[src/rtl/vpu_h2d_req_issuer.sv]
// Host-to-device request issuer: packs host instruction fields into one
// request word, holds it in a small issue FIFO and sends it to the VPU
// request FIFO over valid/ready. Sends are gated by credits, where each
// credit is one free VPU request-FIFO slot.
//
// Ports
//   clk, rst_n          clock, asynchronous active-low reset
//   host_valid_i/ready_o    host handshake
//   host_opcode_i, host_dst0_i, host_src0_i, host_src1_i, host_src2_i,
//   host_imm_i              instruction fields
//   req_valid_o/ready_i     VPU handshake
//   req_instr_o             packed request word (0 when the buffer is empty)
//   credit_return_i         one-cycle pulse, one VPU FIFO slot freed
//   credit_cnt_o            current credit count
//   err_clr_i               clears the sticky error flags
//   err_illegal_op_o        sticky: an illegal opcode was dropped
//   err_credit_ovf_o        sticky: a credit was returned while already full
//   idle_o                  buffer empty and all credits home
module vpu_h2d_req_issuer #(
   parameter int unsigned ADDR_WIDTH  = 24,
   parameter int unsigned INSTR_WIDTH = 128,   // must equal 8 + 5*ADDR_WIDTH
   parameter int unsigned BUF_DEPTH   = 4,     // power of 2, >= 2
   parameter int unsigned CREDIT_MAX  = 16
) (
   input  logic                               clk,
   input  logic                               rst_n,
   input  logic                               host_valid_i,
   output logic                               host_ready_o,
   input  logic [7:0]                         host_opcode_i,
   input  logic [ADDR_WIDTH-1:0]              host_dst0_i,
   input  logic [ADDR_WIDTH-1:0]              host_src0_i,
   input  logic [ADDR_WIDTH-1:0]              host_src1_i,
   input  logic [ADDR_WIDTH-1:0]              host_src2_i,
   input  logic [ADDR_WIDTH-1:0]              host_imm_i,
   output logic                               req_valid_o,
   input  logic                               req_ready_i,
   output logic [INSTR_WIDTH-1:0]             req_instr_o,
   input  logic                               credit_return_i,
   output logic [$clog2(CREDIT_MAX+1)-1:0]    credit_cnt_o,
   input  logic                               err_clr_i,
   output logic                               err_illegal_op_o,
   output logic                               err_credit_ovf_o,
   output logic                               idle_o
);

   localparam int unsigned PTR_W = $clog2(BUF_DEPTH);
   localparam int unsigned CNT_W = PTR_W + 1;
   localparam int unsigned CRD_W = $clog2(CREDIT_MAX + 1);
   localparam int unsigned PKT_W = 8 + 5 * ADDR_WIDTH;

   localparam logic [7:0] OP_MIN = 8'h01;
   localparam logic [7:0] OP_MAX = 8'h0E;

   logic [INSTR_WIDTH-1:0] mem [BUF_DEPTH];
   logic [PTR_W-1:0]       wr_ptr_q;
   logic [PTR_W-1:0]       rd_ptr_q;
   logic [CNT_W-1:0]       count_q;
   logic [CRD_W-1:0]       credit_q;
   logic                   out_of_rst_q;
   logic                   err_ill_q;
   logic                   err_ovf_q;

   logic                   buf_full;
   logic                   buf_empty;
   logic                   credit_at_max;
   logic                   host_fire;
   logic                   op_legal;
   logic                   push;
   logic                   illegal_evt;
   logic                   send;
   logic                   ovf_evt;
   logic [PKT_W-1:0]       packed_word;

   // Handshake and event decode; everything here depends on registered state
   // plus the current inputs, never on a path back into host_ready_o.
   always_comb begin
      buf_full      = (count_q == CNT_W'(BUF_DEPTH));
      buf_empty     = (count_q == '0);
      credit_at_max = (credit_q == CRD_W'(CREDIT_MAX));
      host_ready_o  = out_of_rst_q & ~buf_full;
      host_fire     = host_valid_i & host_ready_o;
      op_legal      = (host_opcode_i >= OP_MIN) && (host_opcode_i <= OP_MAX);
      push          = host_fire & op_legal;
      illegal_evt   = host_fire & ~op_legal;
      req_valid_o   = ~buf_empty & (credit_q != '0);
      send          = req_valid_o & req_ready_i;
      ovf_evt       = credit_return_i & ~send & credit_at_max;
      req_instr_o   = buf_empty ? '0 : mem[rd_ptr_q];
      credit_cnt_o  = credit_q;
      err_illegal_op_o = err_ill_q;
      err_credit_ovf_o = err_ovf_q;
      idle_o        = buf_empty & credit_at_max;
      packed_word   = {host_opcode_i, host_dst0_i, host_src0_i,
                       host_src1_i, host_src2_i, host_imm_i};
   end

   // Issue-buffer storage; contents are don't-care while the slot is free.
   always_ff @(posedge clk) begin
      if (push) begin
         mem[wr_ptr_q] <= INSTR_WIDTH'(packed_word);
      end
   end

   // Buffer pointers and occupancy; push and pop may coincide.
   always_ff @(posedge clk or negedge rst_n) begin
      if (!rst_n) begin
         wr_ptr_q     <= '0;
         rd_ptr_q     <= '0;
         count_q      <= '0;
         out_of_rst_q <= 1'b0;
      end else begin
         out_of_rst_q <= 1'b1;
         if (push) begin
            wr_ptr_q <= wr_ptr_q + PTR_W'(1);
         end
         if (send) begin
            rd_ptr_q <= rd_ptr_q + PTR_W'(1);
         end
         case ({push, send})
            2'b10:   count_q <= count_q + CNT_W'(1);
            2'b01:   count_q <= count_q - CNT_W'(1);
            default: count_q <= count_q;
         endcase
      end
   end

   // Credit counter; a return and a send in the same cycle cancel out.
   always_ff @(posedge clk or negedge rst_n) begin
      if (!rst_n) begin
         credit_q <= CRD_W'(CREDIT_MAX);
      end else if (send && !credit_return_i) begin
         credit_q <= credit_q - CRD_W'(1);
      end else if (credit_return_i && !send && !credit_at_max) begin
         credit_q <= credit_q + CRD_W'(1);
      end
   end

   // Sticky errors; a new event outranks a same-cycle clear.
   always_ff @(posedge clk or negedge rst_n) begin
      if (!rst_n) begin
         err_ill_q <= 1'b0;
         err_ovf_q <= 1'b0;
      end else begin
         err_ill_q <= illegal_evt | (err_ill_q & ~err_clr_i);
         err_ovf_q <= ovf_evt | (err_ovf_q & ~err_clr_i);
      end
   end

endmodule
[config.mk]
export PLATFORM = sky130hd
export DESIGN_NAME = vpu_h2d_req_issuer
export DESIGN_NICKNAME = d
export VERILOG_FILES = /design/src/rtl/vpu_h2d_req_issuer.sv
export SDC_FILE = /design/constraint.sdc
export NUM_CORES = 1
export LEC_CHECK = 0
export CORE_MARGIN = 3
export CORE_UTILIZATION = 50
export CTS_CLUSTER_DIAMETER = 80
export CTS_CLUSTER_SIZE = 40
export DETAILED_ROUTE_END_ITERATION = 7
export PLACE_DENSITY = 0.79
export SLEW_MARGIN = 30
export SYNTH_ARGS = -nofsm -noshare
export SYNTH_HDL_FRONTEND = slang
export SYNTH_SLANG_ARGS = --single-unit
[constraint.sdc]
create_clock -name clk -period 5.55 [get_ports clk]
set_input_delay 1.11 -clock clk [delete_from_list [all_inputs] [get_ports clk]]
set_output_delay 1.11 -clock clk [all_outputs]
set_load 0.05 [all_outputs]
==> results_dict.tcl, run 1 <==
set metrics [dict create \
    reg2reg_from "credit_cnt_o[1]" \
    power.internal_uw 7670 \
    syn_nets 1061 \
    yosys_warnings 0 \
    rows 73 \
    grt_max_degree 80 \
    postSynthCellCount 917 \
    avgSynthCellArea_um2 22.2 \
    critical_path_class "reg2out" \
    final_cell_mix "512 x edfxtp_1, 271 x clkdlybuf4s50_1, 128 x mux4_2, 128 x nor2b_1, 23 x clkbuf_16" \
    synth-seq-cells 527 \
    synth_edf_count 512 \
    final_common_cell "edfxtp_1" \
    track_usage 0.180 \
    min_to "err_illegal_op_o" \
    setup_viol 0 \
    clock-sinks 527 \
    hold_viol 0 \
    vdd_drop_max_uv 371 \
    r2r-end "credit_cnt_o[3]" \
    p_leak_uw 0.00783 \
    cts_tree "built" \
    tightestPinTransition_ns 0.732 \
    dp_hpwl_um 24200 \
    vias_per_cell 5.58 \
    outcome "complete, no violations" \
    seq_power_share 0.361 \
    gp_congestion 0.792 \
    routed_wl_um 39200 \
    worstPathMaxFanout 34 \
    finClkSkew_ns 0.0267 \
    die_area_um2 43200 \
    holdBufCountCts 0 \
    hp-start "err_illegal_op_o" \
    area_growth_syn_to_layout_pct 21.3 \
    clk_latency_ns 0.57 \
    wl_per_cell_um 22.7 \
    postCtsSetupBuffers 0 \
    drt_iter0_markers 707 \
    die_h_um 208 \
    clockRootBuffer "clkbuf_16" \
    port_buffers 271 \
    power_switching_uw 5240 \
    ys_seq_area_frac 0.774 \
    drive_gt1_frac 0.167 \
    grt_pass1_vias 10300 \
    holdCritPathClass "reg2reg" \
    initial_core_util 0.509 \
    crit_required_ns 4.44 \
    ys.flop_type "edfxtp_1" \
    combPwrFrac 0.465 \
    finalSetupTns_ns 0 \
    nets 1329 \
    r2r.worst_path.cells 9 \
    slew_headroom 0.512 \
    fin_crit_ns 4.57 \
    clkPwrFrac 0.174 \
    clock.fmax_mhz 219 \
    post_cts_resize_count 0 \
    grt_setup_unrepaired "no" \
    cp-end-kind "primary output" \
    rrSetupSlack_ns 2.84 \
    critPathLaunch "rd_ptr_q[0]" \
    post-route-drc-count 0 \
    cts_inserted_buffers 23 \
    grt_pass1_wl_um 61100 \
    post-route-period-util 0.823 \
    antenna_found_initial 6 \
    grt_overflow 0 \
    worstHoldPathCells 1 \
    drtAntennaViolNets 0 \
    finalPower_uw 12900 \
    core_area_um2 40000 \
    num_vias 9646 \
    cts.clk_slew.worst_paths_ns 0.13 \
    fillers 2754 \
    clock_path_buffers 3 \
    powerDensity_nw_per_um2 523 \
    htreeDepth 1 \
    syn_area_um2 20400 \
    p_sw_frac 0.406 \
    ys_async_sr_fraction 0.0285 \
    die_w_um 208 \
    yosysUniqueCellTypes 50 \
    ioPinCount 272 \
    cp_data_arrival_time_ns 3.46 \
    slew_violations 0 \
    start_kind "register" \
    dr.pass1.iters 5 \
    max-cap-violations 0 \
]
final cells by class:
class | count | area [µm²] | area share
clock inverter | 19 | 342 | 0.0138
sequential | 527 | 15800 | 0.638
inverter | 12 | 45.0 | 0.00182
antenna | 1 | 2.50 | 0.000101
multi-input combinational | 333 | 4320 | 0.175
clock buffer | 23 | 576 | 0.0233
timing repair buffer | 288 | 3000 | 0.121
tap | 525 | 657 | 0.0266
power groups by stage:
stage / logic, µW / registers [µW] / clock network [µW]
2_1_floorplan: 4300 / 4650 / 0
3_3_place_gp: 5980 / 4760 / 0
3_5_place_dp: 6030 / 4770 / 0
4_1_cts: 6050 / 4680 / 2310
5_1_grt: 6280 / 4700 / 2440
6_report: 6000 / 4670 / 2240
worst max path at each step:
stage                                   to  slack [ns]  depth (start not counted)
after floorplan                  mem[2][0]        0.30                          4
after global placement     req_instr_o[85]        1.55                          4
after detailed placement        mem[1][42]        1.51                          6
after CTS                 req_instr_o[102]        0.88                          4
after global routing       req_instr_o[79]        0.75                          4
final                     req_instr_o[102]        0.98                          4
synthesized netlist by cell type, types with 3 or more instances:
master | n | area [µm²]
mux4_2 | 128 | 2880
edfxtp_1 | 512 | 15400
buf_2 | 8 | 40.0
and2_1 | 5 | 31.3
nor2_1 | 6 | 22.5
a21oi_1 | 3 | 15.0
nand2_1 | 3 | 11.3
dfrtp_1 | 14 | 350
ha_1 | 8 | 100
xnor2_1 | 6 | 52.6
inv_1 | 11 | 41.3
buf_6 | 10 | 113
clkbuf_1 | 17 | 63.8
nor2b_1 | 128 | 801
xor2_1 | 3 | 26.3
buf_1 | 9 | 33.8
worst max-delay path: stages, from the launching register on:
cell,delay [ns]
dfrtp_4,0.91
buf_4,0.49
mux4_2,0.58
nor2b_1,0.15
clkdlybuf4s50_1,0.73
per-stage QoR:
step	hold WS (ns)	util	std cells	setup slack, ns	cell area [µm²]
6_report	0.528	0.617	1728	0.985	24700
5_1_grt	0.555	0.617	1727	0.750	24700
2_1_floorplan	0.512	-	917	0.295	20400
4_1_cts	0.527	0.617	1726	0.878	24700
3_3_place_gp	0.481	0.594	1684	1.55	23800
3_5_place_dp	0.496	0.594	1684	1.51	23800
layer usage:
layer | up-vias | routed length, µm | track usage
li1 | 4235 | - | -
met1 | 5029 | 16500 | 0.262
met2 | 323 | 19100 | 0.291
met3 | 47 | 2900 | 0.0396
met4 | 12 | 605 | 0.0319
met5 | - | 70 | 0
sequential cells by signal (all words and copies together) (netlist names):
signal	count
credit_cnt_o	5
rd_ptr_q	2
err_credit_ovf_o	1
mem	512
wr_ptr_q	2
err_illegal_op_o	1
count_q	3
out_of_rst_q	1
kinds of logic after synthesis:
kind of cell / after synthesis / synth area share
AOI/OAI and AO/OA: 23 / 0.00854
xor gates and xnor gates: 9 / 0.00387
adders and majority gates: 10 / 0.00688
buffers and inverters: 57 / 0.0149
DFF: 527 / 0.774
muxes: 131 / 0.143
other: 1 / 0.000184
and+or+nand+nor: 159 / 0.0490
Power figures use the tool's default switching activity.
==> inputs of run 2 (changes only) <==
clock period = 4.8 ns   (was 5.55 ns; I/O delays follow)
==> run 2 against run 1 <==
  * Count of clock-buffer cells in the layout fell by 2
  * Setup slack got worse by 0.37 ns
  * Critical endpoint is now req_instr_o[74]
  * Critical path type unchanged
  * First-iteration DRC count fell by 4.4%
==> results_dict.tcl, run 2 (synthesis results as in run 1) <==
set metrics [dict create \
    vdd_drop_max_uv 561 \
    critical_path_class "reg2out" \
    r2r.worst_path.cells 9 \
    cts_inserted_buffers 20 \
    cpMaxStageDelayCell "clkdlybuf4s50_1" \
    grt_pass1_vias 10300 \
    final_cell_mix "512 x edfxtp_1, 271 x clkdlybuf4s50_1, 128 x mux4_2, 128 x nor2b_1, 21 x clkbuf_16" \
    grt_overflow 0 \
    core_area_um2 40000 \
    slew_violations 0 \
    worstHoldPathCells 1 \
    fin_cells 1734 \
    place_ws_ns 1.03 \
    tightestPinTransition_ns 0.755 \
    cts_tree "built" \
    die_area_um2 43200 \
    fillers 2803 \
    drive_gt1_frac 0.170 \
    num_vias 9763 \
    holdBufCountCts 0 \
    rows 73 \
    finalSetupTns_ns 0 \
    setup_viol 0 \
    dr.pass1.iters 5 \
    post-route-drc-count 0 \
    clockRootBuffer "clkbuf_16" \
    post_cts_resize_count 0 \
    powerDensity_nw_per_um2 595 \
    postCtsSetupBuffers 0 \
    grt_max_degree 71 \
    wl_per_cell_um 23.2 \
    routed_wl_um 40200 \
    cts.clk_slew.worst_paths_ns 0.13 \
    area_growth_syn_to_layout_pct 20.8 \
    vias_per_cell 5.63 \
    ioPinCount 272 \
    initial_core_util 0.509 \
    holdCritPathClass "reg2reg" \
    antenna_found_initial 6 \
    die_w_um 208 \
    dp_hpwl_um 25300 \
    grt_setup_unrepaired "no" \
    drt_iter0_markers 676 \
    htreeDepth 1 \
    port_buffers 271 \
    p_leak_uw 0.00782 \
    worstPathMaxFanout 59 \
    multiInputGateArea_um2 4320 \
    final_common_cell "edfxtp_1" \
    slew_headroom 0.497 \
    cp_data_arrival_time_ns 3.22 \
    gp_congestion 0.767 \
    largest_reg_flops 512 \
    critical_path.cell_chain "buf_12 -> mux4_2 -> nor2b_1 -> clkdlybuf4s50_1" \
    crit_required_ns 3.84 \
    clock-sinks 527 \
    track_usage 0.184 \
    seq_area_um2 15800 \
    hold_viol 0 \
    die_h_um 208 \
    grt_pass1_wl_um 62200 \
    start_kind "register" \
    largest_register "mem" \
    finClkSkew_ns 0.0406 \
    clock_path_buffers 3 \
    post-route-period-util 0.872 \
    setup_slack_ns 0.616 \
    critPathMaxStageDelay_ns 0.71 \
    outcome "complete, no violations" \
    clock.fmax_mhz 239 \
    place_inst 1698 \
    nets 1339 \
    fin_crit_ns 4.18 \
    clk_latency_ns 0.55 \
    max-cap-violations 0 \
    drtAntennaViolNets 0 \
    cp-end-kind "primary output" \
]
==> run 2: changes by cell type in the layout (fill, tap and decap cells not counted), sizes merged <==
cell | previous run | this run
buf | 17 | 30
clkinv | 10 | 6
inv | 20 | 18
clkbuf | 23 | 21
diode | 1 | 2
==> run 2: metal layers <==
metal / GRT usage / wire, µm
met2: 0.311 / 20600
met4: 0.0272 / 486
met3: 0.0352 / 2600
met1: 0.259 / 16500
met5: 0 / 56
==> run 2: metrics by stage <==
stage               utilization  hold slack [ns]  instance area (µm²)  power, µW
floorplan                     -            0.512                20400      10300
global placement          0.597            0.495                23900      12500
detailed placement        0.597            0.508                23900      12500
CTS                       0.615            0.547                24600      14800
global route              0.615            0.572                24600      15200
finish                    0.615            0.547                24600      14600
==> run 2: final cells by class <==
| class | count | area share |
|---|---|---|
| well taps | 525 | 0.0267 |
| flip-flops and latches | 527 | 0.640 |
| inverters | 12 | 0.00183 |
| clock buffers | 21 | 0.0214 |
| multi-input cells | 333 | 0.176 |
| clock inverters | 13 | 0.00722 |
| repair buffers | 301 | 0.127 |
| diodes | 2 | 0.000203 |
==> run 2: worst paths after layout <==
check / startpoint / endpoint / slack, ns
max: rd_ptr_q[0] / req_instr_o[74] / 0.62
min: err_credit_ovf_o / err_credit_ovf_o / 0.55
max reg2reg: credit_cnt_o[1] / credit_cnt_o[3] / 2.13
min reg2reg: err_credit_ovf_o / err_credit_ovf_o / 0.55
max in group asynchronous: rst_n / rd_ptr_q[1] / 3.45
min in group asynchronous: rst_n / credit_cnt_o[2] / 0.82
==> run 2: worst max-delay path, delay by kind of cell, from the launching register on <==
family	cells	cell delay, ns
buffers and inverters	2	1.11
DFF	1	0.64
muxes	1	0.62
and+or+nand+nor	1	0.16
==> run 2: report_power, final <==
| group | internal (µW) | switching, µW |
|---|---|---|
| sequential | 5130 | 223 |
| combinational | 2730 | 4280 |
| clock | 880 | 1400 |
| total | 8740 | 5900 |
==> inputs of run 3 (changes only) <==
CAP_MARGIN = 40   (was not set)
==> results of run 3 <==
The final DEF is identical to that of run 2; final timing and power are the same.
